File: src/rtl/eth_tx_fcs_appender_pkg.sv
// Shared constants and FSM state type for the Ethernet TX FCS appender.
// The preamble state is only entered when ETH_TX_PREAMBLE_EN is defined.
package eth_tx_fcs_appender_pkg;

    localparam int DATALEN       = 8;
    localparam int CRC_LEN       = 32;
    localparam int MIN_FRAME_DEF = 60;

    localparam logic [CRC_LEN-1:0] CRC_POLY        = 32'h04C1_1DB7;
    localparam logic [CRC_LEN-1:0] CRC32_POLY_REFL = 32'hEDB8_8320;
    localparam logic [CRC_LEN-1:0] CRC32_INIT      = 32'hFFFF_FFFF;

    localparam logic [DATALEN-1:0] PREAMBLE_BYTE = 8'h55;
    localparam logic [DATALEN-1:0] SFD_BYTE      = 8'hD5;
    localparam int                 PREAMBLE_LEN  = 7;

    typedef enum logic [2:0] {
        ST_IDLE,
        ST_PRE,
        ST_DATA,
        ST_PAD,
        ST_FCS
    } state_t;

endpackage

File: src/rtl/eth_crc32_byte.sv
// One byte of reflected CRC-32 (poly 0xEDB88320), purely combinational.
module eth_crc32_byte
    import eth_tx_fcs_appender_pkg::*;
(
    input  logic [CRC_LEN-1:0] crc_in,
    input  logic [DATALEN-1:0] data,
    output logic [CRC_LEN-1:0] crc_out
);

    always_comb begin
        logic [CRC_LEN-1:0] c;
        c = crc_in ^ {{(CRC_LEN-DATALEN){1'b0}}, data};
        for (int i = 0; i < DATALEN; i++) begin
            c = c[0] ? ((c >> 1) ^ CRC32_POLY_REFL) : (c >> 1);
        end
        crc_out = c;
    end

endmodule

File: src/rtl/eth_tx_fcs_appender.sv
// Ethernet TX framing: zero-pads to MIN_FRAME, computes CRC-32 and appends FCS.
// Optional ETH_TX_PREAMBLE_EN prefixes 7x 0x55 + 0xD5 outside the CRC and count.
module eth_tx_fcs_appender
    import eth_tx_fcs_appender_pkg::*;
#(
    parameter int MIN_FRAME = MIN_FRAME_DEF,
    parameter int CNT_W     = 12
) (
    input  logic               clk,
    input  logic               rst,
    input  logic [DATALEN-1:0] s_data,
    input  logic               s_valid,
    input  logic               s_last,
    output logic               s_ready,
    output logic [DATALEN-1:0] m_data,
    output logic               m_valid,
    output logic               m_last,
    input  logic               m_ready,
    output logic [CRC_LEN-1:0] fcs_out,
    output logic [CNT_W-1:0]   frame_len,
    output logic               busy
);

    localparam logic [CNT_W-1:0] MIN_CNT = CNT_W'(MIN_FRAME);

    state_t             state, state_next;
    logic [DATALEN-1:0] m_data_next;
    logic               m_valid_next, m_last_next;
    logic [CRC_LEN-1:0] crc, crc_next, fcs_next;
    logic [CNT_W-1:0]   cnt, cnt_next, frame_len_next;
    logic [1:0]         idx, idx_next;
`ifdef ETH_TX_PREAMBLE_EN
    logic [2:0]         pre_idx, pre_idx_next;
`endif

    logic               ld, accept;
    logic [CNT_W-1:0]   cnt_base, cnt_inc;
    logic [CRC_LEN-1:0] crc_base, crc_step, crc_inv;
    logic [DATALEN-1:0] crc_byte;

    assign ld = !m_valid || m_ready;
`ifdef ETH_TX_PREAMBLE_EN
    assign s_ready = ld && (state == ST_DATA);
`else
    assign s_ready = ld && (state == ST_IDLE || state == ST_DATA);
`endif
    assign accept = s_valid && s_ready;
    assign busy   = (state != ST_IDLE);

    // A frame starting from IDLE always begins from a fresh count and CRC seed.
    assign cnt_base = (state == ST_IDLE) ? '0 : cnt;
    assign crc_base = (state == ST_IDLE) ? CRC32_INIT : crc;
    assign cnt_inc  = (&cnt_base) ? cnt_base : cnt_base + 1'b1;
    assign crc_byte = (state == ST_PAD) ? '0 : s_data;
    assign crc_inv  = ~crc;

    eth_crc32_byte u_crc (
        .crc_in  (crc_base),
        .data    (crc_byte),
        .crc_out (crc_step)
    );

    always_comb begin
        // NOTE: every next-state signal gets a default first so no latches are inferred.
        state_next     = state;
        m_data_next    = m_data;
        m_valid_next   = m_valid;
        m_last_next    = m_last;
        crc_next       = crc;
        cnt_next       = cnt;
        idx_next       = idx;
        fcs_next       = fcs_out;
        frame_len_next = frame_len;
`ifdef ETH_TX_PREAMBLE_EN
        pre_idx_next   = pre_idx;
`endif

        if (ld) begin
            m_valid_next = 1'b0;
            m_last_next  = 1'b0;
        end

        if (accept) begin
            m_data_next  = s_data;
            m_valid_next = 1'b1;
            cnt_next     = cnt_inc;
            crc_next     = crc_step;
            state_next   = ST_DATA;
            if (s_last) begin
                idx_next   = '0;
                state_next = (cnt_inc < MIN_CNT) ? ST_PAD : ST_FCS;
            end
        end

        case (state)
`ifdef ETH_TX_PREAMBLE_EN
            ST_IDLE: begin
                if (s_valid) begin
                    state_next   = ST_PRE;
                    pre_idx_next = '0;
                end
            end
            ST_PRE: begin
                if (ld) begin
                    m_data_next  = (pre_idx == 3'(PREAMBLE_LEN)) ? SFD_BYTE : PREAMBLE_BYTE;
                    m_valid_next = 1'b1;
                    pre_idx_next = pre_idx + 3'd1;
                    if (pre_idx == 3'(PREAMBLE_LEN)) state_next = ST_DATA;
                end
            end
`endif
            ST_PAD: begin
                if (ld) begin
                    m_data_next  = '0;
                    m_valid_next = 1'b1;
                    crc_next     = crc_step;
                    cnt_next     = cnt_inc;
                    if (cnt_inc == MIN_CNT) begin
                        idx_next   = '0;
                        state_next = ST_FCS;
                    end
                end
            end
            ST_FCS: begin
                if (ld) begin
                    m_data_next  = crc_inv[{idx, 3'b000} +: DATALEN];
                    m_valid_next = 1'b1;
                    idx_next     = idx + 2'd1;
                    if (idx == 2'd3) begin
                        m_last_next    = 1'b1;
                        fcs_next       = crc_inv;
                        frame_len_next = cnt;
                        cnt_next       = '0;
                        crc_next       = CRC32_INIT;
                        state_next     = ST_IDLE;
                    end
                end
            end
            default: ;
        endcase
    end

    always_ff @(posedge clk) begin
        // NOTE: sequential state uses non-blocking assignments; reset is synchronous.
        if (rst) begin
            state     <= ST_IDLE;
            m_data    <= '0;
            m_valid   <= 1'b0;
            m_last    <= 1'b0;
            crc       <= CRC32_INIT;
            cnt       <= '0;
            idx       <= '0;
            fcs_out   <= '0;
            frame_len <= '0;
`ifdef ETH_TX_PREAMBLE_EN
            pre_idx   <= '0;
`endif
        end else begin
            state     <= state_next;
            m_data    <= m_data_next;
            m_valid   <= m_valid_next;
            m_last    <= m_last_next;
            crc       <= crc_next;
            cnt       <= cnt_next;
            idx       <= idx_next;
            fcs_out   <= fcs_next;
            frame_len <= frame_len_next;
`ifdef ETH_TX_PREAMBLE_EN
            pre_idx   <= pre_idx_next;
`endif
        end
    end

endmodule

File: config.mk
export PLATFORM = sky130hd
export DESIGN_NAME = eth_tx_fcs_appender
export DESIGN_NICKNAME = d
export VERILOG_FILES = /design/src/rtl/eth_tx_fcs_appender_pkg.sv /design/src/rtl/eth_crc32_byte.sv /design/src/rtl/eth_tx_fcs_appender.sv
export SDC_FILE = /design/constraint.sdc
export NUM_CORES = 1
export LEC_CHECK = 0
export CORE_UTILIZATION = 35
export CTS_CLUSTER_DIAMETER = 60
export CTS_CLUSTER_SIZE = 14
export DETAILED_ROUTE_END_ITERATION = 8
export PLACE_DENSITY = 0.65
export SLEW_MARGIN = 20
export SYNTH_ARGS = -nofsm -noshare
export SYNTH_HDL_FRONTEND = slang
export SYNTH_HIERARCHICAL = 1
export SYNTH_SLANG_ARGS = --single-unit
export TNS_END_PERCENT = 30
File: constraint.sdc
create_clock -name clk -period 10.2 [get_ports clk]
set_input_delay 2.04 -clock clk [delete_from_list [all_inputs] [get_ports clk]]
set_output_delay 2.04 -clock clk [all_outputs]
set_load 0.02 [all_outputs]
# ---- Word-level counts from Yosys, hierarchy flattened
# Cells that the tools add are included.
# Widths: inputs -> output; s select.
dict set report word_totals {
  input_bits 13
  reg_bits 103
  output_inout_bits 56
}
dict set report classes {
  bitwise_logic 10
  addsub 2
  n_reduce_logical 10
  n_eq_ne 5
  shift 1
  n_lt_le_gt_ge 1
  mux 48
}
# operator count
set ops {}
lappend ops {{$mux 32} 13}
lappend ops {{$not 13->14} 8}
lappend ops {{$mux 12} 6}
lappend ops {{$pmux 32 s2} 1}
lappend ops {{$mux 8} 4}
lappend ops {{$not 32->32} 1}
lappend ops {{$shiftx 32x6->8} 1}
lappend ops {{$xor 32x8->32} 1}
lappend ops {{$pmux 12 s2} 1}
lappend ops {{$mux 3} 7}
lappend ops {{$pmux 8 s2} 1}
lappend ops {{$add 12x1->12 const B} 1}
lappend ops {{$eq 12x6->1 const B} 1}
lappend ops {{$lt 12x6->1 const B} 1}
lappend ops {{$reduce_and 12->1} 1}
lappend ops {{$mux 2} 5}
lappend ops {{$mux 1} 8}
lappend ops {{$eq 3x2->1 const B} 2}
lappend ops {{$pmux 3 s2} 1}
lappend ops {{$pmux 2 s2} 1}
lappend ops {{$eq 3x3->1 const B} 1}
lappend ops {{$logic_not 3->1} 1}
lappend ops {{$reduce_and 3->1} 1}
lappend ops {{$reduce_bool 3->1} 1}
lappend ops {{6 further kinds} 8}

# ---- Longest topological paths before layout
# Gate-level depths: netlist of run 1.
dict set report depth {
  depth_word 23
  ltp_mapped 14
  mapped_depth_nobuf 10
}

# ---- Hierarchy
# The synthesis of run 1 kept the hierarchy.
# module instances area_each_um2 cells_per_inst seq_area_each_um2
set modules_own_cells {}
lappend modules_own_cells {eth_tx_fcs_appender 1 4773.3 575 2062.0}
lappend modules_own_cells {eth_crc32_byte 1 848.3 71 0.0}

# ---- Worst setup path after synthesis of run 1
# Ideal clock, no wire load.
dict set report synth_timing {
  path_type {input to output}
  from {input port m_ready}
  to {output port s_ready}
  t_arrival_ns 2.668
  path_buffers 1
  slack_ns 5.492
  stages 3
  cell_sequence {nor2b_1 clkbuf_1 nor3_1}
}
dict set report synth_between {
  elab_chain_cells 2
}
# item line_no
set synth_lines {}
lappend synth_lines {{start: declaration} eth_tx_fcs_appender.sv:18} ;# input logic m_ready,
lappend synth_lines {{$logic_or 1x1->1} eth_tx_fcs_appender.sv:41} ;# assign ld = !m_valid || m_ready;
lappend synth_lines {{$logic_and 1x1->1} eth_tx_fcs_appender.sv:45} ;# assign s_ready = ld && (state == ST_IDLE || state == ST_DATA);
lappend synth_lines {{end: declaration} eth_tx_fcs_appender.sv:14} ;# output logic s_ready,
# Every way passes these cells.

# ---- Worst setup path after layout of run 1
# Ends and elaborated chain as after synthesis.

==> results of run 1 <==
-- synth_stat cells (7+ instances only) --
| master | number | area (µm²) |
|---|---|---|
| a211oi_1 | 33 | 248 |
| mux2i_1 | 11 | 110 |
| nand3_1 | 36 | 180 |
| nor2_1 | 63 | 236 |
| xor2_1 | 9 | 78.8 |
| nand2_1 | 104 | 390 |
| o21ai_0 | 7 | 35.0 |
| xnor2_1 | 43 | 377 |
| and2_1 | 12 | 75.1 |
| nand2b_1 | 36 | 225 |
| a21oi_1 | 35 | 175 |
| mux4_2 | 8 | 180 |
| clkbuf_1 | 38 | 143 |
| dfxtp_1 | 103 | 2060 |
| xnor2_2 | 7 | 114 |
| o22a_1 | 8 | 70.1 |
-- registers in the layout, indices dropped and copies added (netlist names), named ones only --
register	flops
fcs_out	32
state	3
m_valid	1
crc	32
idx	2
m_data	8
cnt	12
frame_len	12
-- report_power, final --
part	total, mW	internal [mW]	switching [mW]	leakage (nW)
Sequential	0.470	0.430	0.0393	0.840
Combinational	0.343	0.167	0.175	1.36
Clock	0.332	0.170	0.162	0.139
Total	1.14	0.768	0.377	2.34
-- critical path: cells and delay by family --
family        cells  cell delay (ns)
buf+inv           2             1.00
simple gates      2             0.56
-- logic make-up (layout without fill, tap and decap cells) --
kind of cell             after synthesis  in the layout  share of synthesized area (%)
XOR/XNOR                              70             70                           15.0
AO/OA/AOI/OAI                        112            112                           13.8
flip-flops                           103            103                           36.7
adder cells (fa/ha/maj)                2              2                          0.445
buffers and inverters                 56             96                           4.30
multiplexers                          19             19                           5.16
AND/OR/NAND/NOR                      284            284                           24.5
-- metal layers --
| layer | wire length (µm) | vias to the layer above |
|---|---|---|
| li1 | - | 2309 |
| met4 | 217 | 0 |
| met3 | 758 | 16 |
| met2 | 6420 | 119 |
| met5 | 0 | - |
| met1 | 7300 | 2133 |
-- final cells by class --
| class | instances | area (µm²) |
|---|---|---|
| clock inverters | 6 | 55.1 |
| well taps | 211 | 264 |
| fillers | 1531 | 8710 |
| multi-input cells | 487 | 3340 |
| clock buffers | 10 | 229 |
| repair buffers | 74 | 741 |
| inverters | 6 | 22.5 |
| flip-flops and latches | 103 | 2060 |
-- how the worst max path moves through the flow --
stage / start / end / slack (ns) / depth (start not counted)
2_1_floorplan: m_ready / s_ready / 5.49 / 3
3_3_place_gp: m_ready / s_ready / 4.59 / 4
3_5_place_dp: m_ready / s_ready / 4.56 / 4
4_1_cts: m_ready / s_ready / 4.57 / 4
5_1_grt: m_ready / s_ready / 4.48 / 4
6_report: m_ready / s_ready / 4.57 / 4
-- stage by stage --
step           worst slack [ns]  utilization, %  cell area [µm²]
2_1_floorplan              5.49               -             5620
3_3_place_gp               4.59            41.5             6410
3_5_place_dp               4.56            41.5             6410
4_1_cts                    4.57            43.4             6690
5_1_grt                    4.48            43.5             6720
6_report                   4.57            43.5             6720
-- cells in the final DEF (no fill, tap or decap), drive strengths merged, types with 9 or more instances in the layout --
master / netlist / routed
nand2: 104 / 104
mux2i: 11 / 11
nor2: 63 / 63
a21oi: 35 / 35
dfxtp: 103 / 103
and2: 12 / 12
xnor2: 55 / 55
o21ai: 9 / 9
nand2b: 36 / 36
xor2: 11 / 11
a211oi: 33 / 33
clkbuf: 38 / 10
clkdlybuf4s50: 0 / 67
nand3: 36 / 36
==> results by group, run 1 <==
STA
  – Final Max Slew Viols: 0
  – Rel. slew slack: 39.6%
  – Achievable clock frequency: about 180 MHz
  – Worst-Margin Slew: between 0.9 and 1 ns
  – Setup Viol. Count Final: 0
  – Period Utilization, post-route: a little under three fifths
  – Worst Clk Skew: between 0.01 and 0.015 ns
  – Final Hold Viols: 0
  – RSZ-0062 raised after global routing: no
  – Min Tclk post-route: between 5 and 6 ns
  – Worst hold slack: approximately 0.45 ns
  – Setup TNS: 0 ns

Hold path
  – HP Class: reg -> reg
  – Hold Crit Start: frame_len[9]
  – WHS Path Cells: 2
  – Hold EP: frame_len[9]

Power
  – Max IR drop VDD: ~0.097 mV
  – Leakage: between 2 and 2.5 nW
  – Pwr dens: roughly 170 mW/mm²
  – Pwr Total: roughly 1.1 mW

Die
  – DIE AREA: 0.0166 mm²
  – Die W: approximately 130 µm
  – Height of the die: 129 µm
  – Core region area: between 0.015 and 0.02 mm²
  – Initial Utilization: a little over a third
  – # IOs: 69
  – Num rows: 45

Setup path
  – Cell chain of the critical path: clkdlybuf4s50_1 > nor2b_1 > nor3_1 > clkdlybuf4s50_1
  – FF-to-FF Start: state[2]
  – Max stage delay cell, worst path: clkdlybuf4s50_1
  – Crit Path Class: in -> out
  – Worst R2R Setup Slack: ~6 ns
  – Slowest cell delay on critical path: roughly 0.57 ns
  – CP max FO: 6
  – R2r worst-path depth: 12
  – Critical path endpoint category: primary output
  – CP Data Required Time: ~8.2 ns
  – FF-to-FF End: idx[0]
  – Worst path most repeated cell: clkdlybuf4s50_1
  – Worst EP arrival: 3.59 ns
  – Worst setup SP type: input port

Logic synthesis
  – Synthesis Warnings: 6
  – Mapped Area: roughly 0.0056 mm²
  – FFs w/ async S/R, synth: 0%
  – Top_reg_cell synth: dfxtp_1
  – Mean post-synth cell area: ~8.7 µm²
  – Number of synthesized register bits: roughly 100
  – Count of cell types in the netlist: 63
  – Post-synthesis sequential area ratio: ~37%
  – Post-synth net total: approximately 660
  – Cells after Synth: around 650
  – EDFF count, synth: 0

Routing
  – Drt via density: ~5
  – Pre-Repair DR Iteration Count: 4
  – DRT Wirelength: 14.7 mm
  – Via count: ~4600
  – Starting DRT DRC Count: 260
  – WL per Instance: around 16 µm
  – DRC viols: 0
  – Remaining antenna violation count: 0

Outcome
  – Status: completed

Clock network
  – CTS Sinks: between 100 and 150
  – Post-CTS resize count: 0
  – Setup Buffers After CTS: 0
  – CTS Buffer Depth: 2
  – CTS tree: built
  – CTS clk-pin slew, worst paths: approximately 0.070 ns
  – H-tree level count: 3
  – CTS Buf Count: 9
  – Clk root buf: clkbuf_16
  – Clock Latency Late Sink: between 0.3 and 0.4 ns
  – CTS Hold Bufs: 0

Place
  – Dpl hpwl: 10.6 mm
  – Placed Instances: 880
  – Port bufs: slightly below 70
  – GP Congestion: 0.915

Run
  – Max Cap Viol: 0

Global route
  – GR Layer Usage met3: between 3 and 4%
  – First-pass GRT wire length: about 24 mm
  – Vias in the first global route: approximately 4300
  – Global route overflow: 0
  – GR Layer Usage met1: 27.2%
  – Initial antenna violation count: 0
  – Largest net degree at the start of global routing: 63
  – Top Usage Layer GRT: met2
  – GRT Total Usage: a little under a fifth
  – Grt met2 use: 28.3%

Cells and area
  – Antenna Cells: 0
  – P&R area growth vs syn: 19.5%
  – Final Non-Filler Cells: about 900
  – Fraction of layout cells with a size suffix above 1: roughly 8.6%
  – Layout Nets: 696
Power figures use the tool's default switching activity.
==> run 2, diff against run 1 <==
clock period = 5.8 ns   (was 10.2 ns; I/O delays follow)
==> results by group, run 2 (synthesis gave the netlist of run 1 again) <==
Outcome
  – Status: completed (unchanged)

Routing
  – DRC viols: 0 (unchanged)
  – WL per Instance: 16.3 µm (was 16.4 µm)
  – Pre-Repair DR Iteration Count: 7 (was 4)
  – Starting DRT DRC Count: 331 (was 260)
  – Remaining antenna violation count: 0 (unchanged)
  – Drt via density: 5.21 (was 5.10)
  – Via count: 4667 (was 4577)
  – DRT Wirelength: 14.6 mm (was 14.7 mm)

Clock network
  – CTS tree: built (unchanged)
  – Clk root buf: clkbuf_16 (unchanged)
  – CTS Buffer Depth: 2 (unchanged)
  – CTS clk-pin slew, worst paths: 0.07 ns (about the same)
  – Post-CTS resize count: 0 (unchanged)
  – H-tree level count: 3 (unchanged)
  – CTS Buf Count: 9 (unchanged)
  – CTS Hold Bufs: 0 (unchanged)
  – Setup Buffers After CTS: 0 (unchanged)
  – Clock Latency Late Sink: 0.35 ns (was 0.36 ns)
  – CTS Sinks: 103 (unchanged)

STA
  – Worst Clk Skew: 0.00924 ns (was 0.0142 ns)
  – Worst-Margin Slew: 1.09 ns (was 0.904 ns)
  – Setup Viol. Count Final: 0 (unchanged)
  – RSZ-0062 raised after global routing: no (unchanged)
  – Final Max Slew Viols: 0 (unchanged)
  – Period Utilization, post-route: about two thirds
  – Achievable clock frequency: around 260 MHz
  – Final Hold Viols: 0 (unchanged)
  – Rel. slew slack: 27.4% (was 39.6%)
  – Setup TNS: 0 ns (unchanged)
  – Min Tclk post-route: roughly 3.8 ns

Global route
  – Largest net degree at the start of global routing: 63 (unchanged)
  – First-pass GRT wire length: 23.1 mm (was 24.0 mm)
  – GRT Total Usage: 18.0% (was 19.0%)
  – Global route overflow: 0 (unchanged)
  – Initial antenna violation count: 0 (unchanged)
  – Vias in the first global route: 4199 (was 4327)

Setup path
  – FF-to-FF End: idx[1] (was idx[0])
  – CP max FO: 6 (unchanged)
  – R2r worst-path depth: 11 (was 12)
  – Worst setup SP type: input port (unchanged)
  – CP startpoint: m_ready (unchanged)
  – Crit Path Class: in -> out (unchanged)
  – Worst EP arrival: 2.68 ns (was 3.59 ns)
  – CP Data Required Time: 4.64 ns (was 8.16 ns)
  – FF-to-FF Start: state[2] (unchanged)
  – Worst R2R Setup Slack: 2.37 ns (was 6.04 ns)
  – Critical path endpoint category: primary output (unchanged)

Die
  – Core region area: 0.0154 mm² (unchanged)
  – Height of the die: 129 µm (unchanged)
  – Die W: 129 µm (unchanged)
  – DIE AREA: 0.0166 mm² (unchanged)
  – # IOs: 69 (unchanged)
  – Num rows: 45 (unchanged)
  – Initial Utilization: 36.4% (unchanged)

Place
  – Port bufs: 68 (unchanged)
  – GP Congestion: 0.870 (was 0.915)
  – Dpl hpwl: 10.5 mm (was 10.6 mm)

Cells and area
  – Commonest cells after routing, fill and taps aside: nand2_1 (104), dfxtp_1 (103), clkdlybuf4s50_1 (67) (unchanged)
  – Commonest non-fill, non-tap cell in the layout: nand2_1 (unchanged)
  – Antenna Cells: 0 (unchanged)
  – Fin util: 43.6% (was 43.5%)
  – Filler Cell Count: 1520 (was 1531)
  – Layout Nets: 695 (was 696)
  – Top Registers: crc x32, fcs_out x32 (unchanged)
  – P&R area growth vs syn: 19.6% (was 19.5%)
  – Fraction of layout cells with a size suffix above 1: 8.61% (was 8.60%)

Hold path
  – HP Class: reg -> reg (unchanged)
  – Hold EP: frame_len[7] (was frame_len[9])
  – Hold Crit Start: frame_len[7] (was frame_len[9])
  – WHS Path Cells: 2 (unchanged)

Power
  – Pwr dens: 303 mW/mm² (was 170 mW/mm²)
  – Max IR drop VDD: 0.133 mV (was 0.0968 mV)
  – Leakage: 2.34 nW (about the same)

Run
  – Max Cap Viol: 0 (unchanged)
[run 2: changes by cell type in the layout (fill, tap and decap cells not counted), sizes merged]
cell and change:
bufinv +1, clkinv -1, clkbuf -1, clkinvlp +1, buf -1
[run 2: stage by stage]
step	std cells	total power [mW]	worst slack, ns	instance area (µm²)	hold WS [ns]
after global routing	896	2.14	1.87	6720	0.478
after global placement	879	1.43	1.85	6400	0.445
after floorplan	646	1.30	2.43	5620	0.444
after CTS	895	2.04	1.93	6690	0.457
final	896	2.04	1.96	6720	0.456
after detailed placement	879	1.44	1.73	6400	0.447
[run 2: how the worst max path moves through the flow]
stage | to | slack (ns)
floorplan | idx[1] | 2.43
finish | s_ready | 1.96
detailed placement | fcs_out[20] | 1.73
global placement | fcs_out[10] | 1.85
CTS | s_ready | 1.93
global route | s_ready | 1.87
[run 2: cell type report]
type	instances	area, µm²	area share, %
clock buffers	9	225	3.35
clock inverters	7	70.1	1.04
inverters	6	22.5	0.335
multi-input cells	487	3340	49.8
flip-flops and latches	103	2060	30.7
well taps	211	264	3.93
repair buffers	73	733	10.9
[run 2: report_power, final]
part           internal, mW  total (mW)  leakage, nW  switching, mW
registers             0.757       0.825        0.840         0.0678
logic                 0.294       0.606         1.36          0.312
clock network         0.335       0.605        0.146          0.270
total                  1.39        2.04         2.34          0.649
[run 2: critical path: stages]
cell and delay (ns):
clkdlybuf4s50_1 0.41, nor2b_1 0.43, nor3_1 0.11, clkdlybuf4s50_1 0.56
[run 2: layer usage]
layer	global-route usage, %	part of all wire [%]	wire, µm
met1	26.4	49	7190
met2	26.2	44	6360
met3	3.53	5.0	721
met4	6.23	2.0	295
met5	0	0	0
==> run 3, diff against run 2 <==
clock period = 3.8 ns   (was 5.8 ns; I/O delays follow)
==> results by group, run 3 (synthesis gave the netlist of run 1 again) <==
Setup path
  – Worst path most repeated cell: xnor2_1 (was clkdlybuf4s50_1)
  – Slowest cell delay on critical path: 0.58 ns (was 0.56 ns)
  – Cell chain of the critical path: nand3b_1 > and2_1 > xnor2_2 > xnor2_1 > xnor2_1 > xnor3_1 > nand2_1 > nand3_1 (was clkdlybuf4s50_1 > nor2b_1 > nor3_1 > clkdlybuf4s50_1)
  – CP startpoint: state[0] (was m_ready)
  – Worst path bufs/invs: 0 (was 2)
  – Critical path endpoint category: flop (was primary output)
  – FF-to-FF End: crc[20] (was idx[1])
  – R2r worst-path depth: 8 (was 11)
  – Crit Path Class: reg -> reg (was in -> out)
  – Crit-path leading delay family: XOR/XNOR gates (was buffers and inverters)
  – Max stage delay cell, worst path: dfxtp_1 (was clkdlybuf4s50_1)
  – Worst setup SP type: flop (was input port)
  – CP max FO: 12 (was 6)
  – Worst EP arrival: 3.39 ns (was 2.68 ns)
  – Worst R2R Setup Slack: 0.63 ns (was 2.37 ns)
  – CP Data Required Time: 4.02 ns (was 4.64 ns)
  – FF-to-FF Start: state[0] (was state[2])

Power
  – Sequential power share: 40.3% (was 40.5%)
  – Clock power share: 30.0% (was 29.7%)
  – Pwr Total: 3.13 mW (was 2.04 mW)
  – Cell Int Power: 2.13 mW (was 1.39 mW)
  – Pwr dens: 464 mW/mm² (was 303 mW/mm²)
  – Max IR drop VDD: 0.287 mV (was 0.133 mV)
  – Switching share of power: 31.9% (about the same)
  – Leakage: 2.37 nW (was 2.34 nW)
  – Sw Pwr: 1.00 mW (was 0.649 mW)
  – Logic pwr share: 29.7% (was 29.8%)

Clock network
  – Post-CTS resize count: 0 (unchanged)
  – CTS Buf Count: 9 (unchanged)
  – CTS Hold Bufs: 0 (unchanged)
  – CTS tree: built (unchanged)
  – CTS clk-pin slew, worst paths: 0.07 ns (about the same)
  – Setup Buffers After CTS: 0 (unchanged)
  – CTS Sinks: 103 (unchanged)
  – CTS Buffer Depth: 2 (unchanged)
  – H-tree level count: 3 (unchanged)
  – Clk root buf: clkbuf_16 (unchanged)
  – Clock Latency Late Sink: 0.35 ns (about the same)

Global route
  – Initial antenna violation count: 0 (unchanged)
  – Largest net degree at the start of global routing: 48 (was 63)
  – Global route overflow: 0 (unchanged)
  – Vias in the first global route: 4370 (was 4199)
  – First-pass GRT wire length: 23.7 mm (was 23.1 mm)
  – GRT Total Usage: 18.7% (was 18.0%)

Hold path
  – Hold Crit Start: frame_len[10] (was frame_len[7])
  – Hold EP: frame_len[10] (was frame_len[7])
  – WHS Path Cells: 2 (unchanged)
  – HP Class: reg -> reg (unchanged)

Cells and area
  – Design Area, Final: 0.00675 mm² (was 0.00672 mm²)
  – Commonest cells after routing, fill and taps aside: nand2_1 (104), dfxtp_1 (103), clkdlybuf4s50_1 (67) (unchanged)
  – Commonest non-fill, non-tap cell in the layout: nand2_1 (unchanged)
  – Antenna Cells: 0 (unchanged)
  – P&R area growth vs syn: 20.1% (was 19.6%)
  – Fraction of layout cells with a size suffix above 1: 9.52% (was 8.61%)
  – Fin util: 43.8% (was 43.6%)
  – Layout Nets: 703 (was 695)
  – Top Registers: crc x32, fcs_out x32 (unchanged)

STA
  – Final Hold Viols: 0 (unchanged)
  – Worst-Margin Slew: 0.746 ns (was 1.09 ns)
  – RSZ-0062 raised after global routing: no (unchanged)
  – Achievable clock frequency: between 300 and 400 MHz
  – Period Utilization, post-route: a little over four fifths
  – Setup TNS: 0 ns (unchanged)
  – Min Tclk post-route: roughly 3.2 ns
  – Setup Viol. Count Final: 0 (unchanged)
  – Final Max Slew Viols: 0 (unchanged)
  – Rel. slew slack: 50.2% (was 27.4%)
  – Worst Clk Skew: 0.0102 ns (was 0.00924 ns)

Die
  – Height of the die: 129 µm (unchanged)
  – Num rows: 45 (unchanged)
  – # IOs: 69 (unchanged)
  – Core region area: 0.0154 mm² (unchanged)
  – Die W: 129 µm (unchanged)
  – Initial Utilization: 36.4% (unchanged)
  – DIE AREA: 0.0166 mm² (unchanged)

Place
  – Post-DP Area: 0.00645 mm² (was 0.00640 mm²)
  – GP Congestion: 0.883 (was 0.870)
  – Port bufs: 68 (unchanged)
  – Dpl hpwl: 10.9 mm (was 10.5 mm)

Routing
  – DRC viols: 0 (unchanged)
  – DRT Wirelength: 14.8 mm (was 14.6 mm)
  – Starting DRT DRC Count: 404 (was 331)
  – Remaining antenna violation count: 0 (unchanged)
  – Via count: 4669 (was 4667)
  – Pre-Repair DR Iteration Count: 5 (was 7)
  – Drt via density: 5.16 (was 5.21)
  – WL per Instance: 16.4 µm (was 16.3 µm)

Run
  – Max Cap Viol: 0 (unchanged)

Outcome
  – Status: completed (unchanged)
## run 3: area by class of cell
type                            instances  area [µm²]
Sequential cell                       103        2060
Timing Repair Buffer                   81         773
Clock buffer                           11         243
Inverter                                6        22.5
Fill cell                            1556        8670
Multi-Input combinational cell        487        3330
Clock inverter                          5        56.3
Tap cell                              211         264
## run 3: worst reg2reg max path: cells and delay by family (launching register included)
kind	cells	cell delay [ns]
XOR/XNOR	4	1.46
AND/OR/NAND/NOR	4	1.00
flip-flops	1	0.58
## run 3: how the worst max path moves through the flow
| stage | cells past startpoint | endpoint | slack [ns] |
|---|---|---|---|
| floorplan | 14 | idx[1] | 0.43 |
| global placement | 5 | s_ready | 0.75 |
| detailed placement | 8 | crc[20] | 0.71 |
| CTS | 8 | crc[20] | 0.70 |
| global route | 10 | crc[20] | 0.41 |
| finish | 8 | crc[20] | 0.63 |
## run 3: stage by stage
stage                     cells  hold slack, ns  setup slack (ns)
final                       904           0.455             0.632
after global placement      888           0.444             0.748
after global routing        904           0.467             0.411
after CTS                   904           0.459             0.697
after detailed placement    888           0.449             0.714
after floorplan             646           0.444             0.432
## run 3: metal layers
layer,share of wire (%),track usage (%),vias up
met5,0,0,-
met2,43,27.2,135
met4,2.9,9.62,0
li1,-,-,2314
met3,4.8,2.79,24
met1,50,26.7,2196
## run 3: power by group through the flow
stage          Combinational, mW  Clock, mW  Sequential (mW)
2_1_floorplan              0.747          0             1.24
3_3_place_gp               0.905          0             1.28
3_5_place_dp               0.921          0             1.29
4_1_cts                    0.928      0.958             1.26
5_1_grt                     1.00      0.997             1.27
6_report                   0.932      0.941             1.26
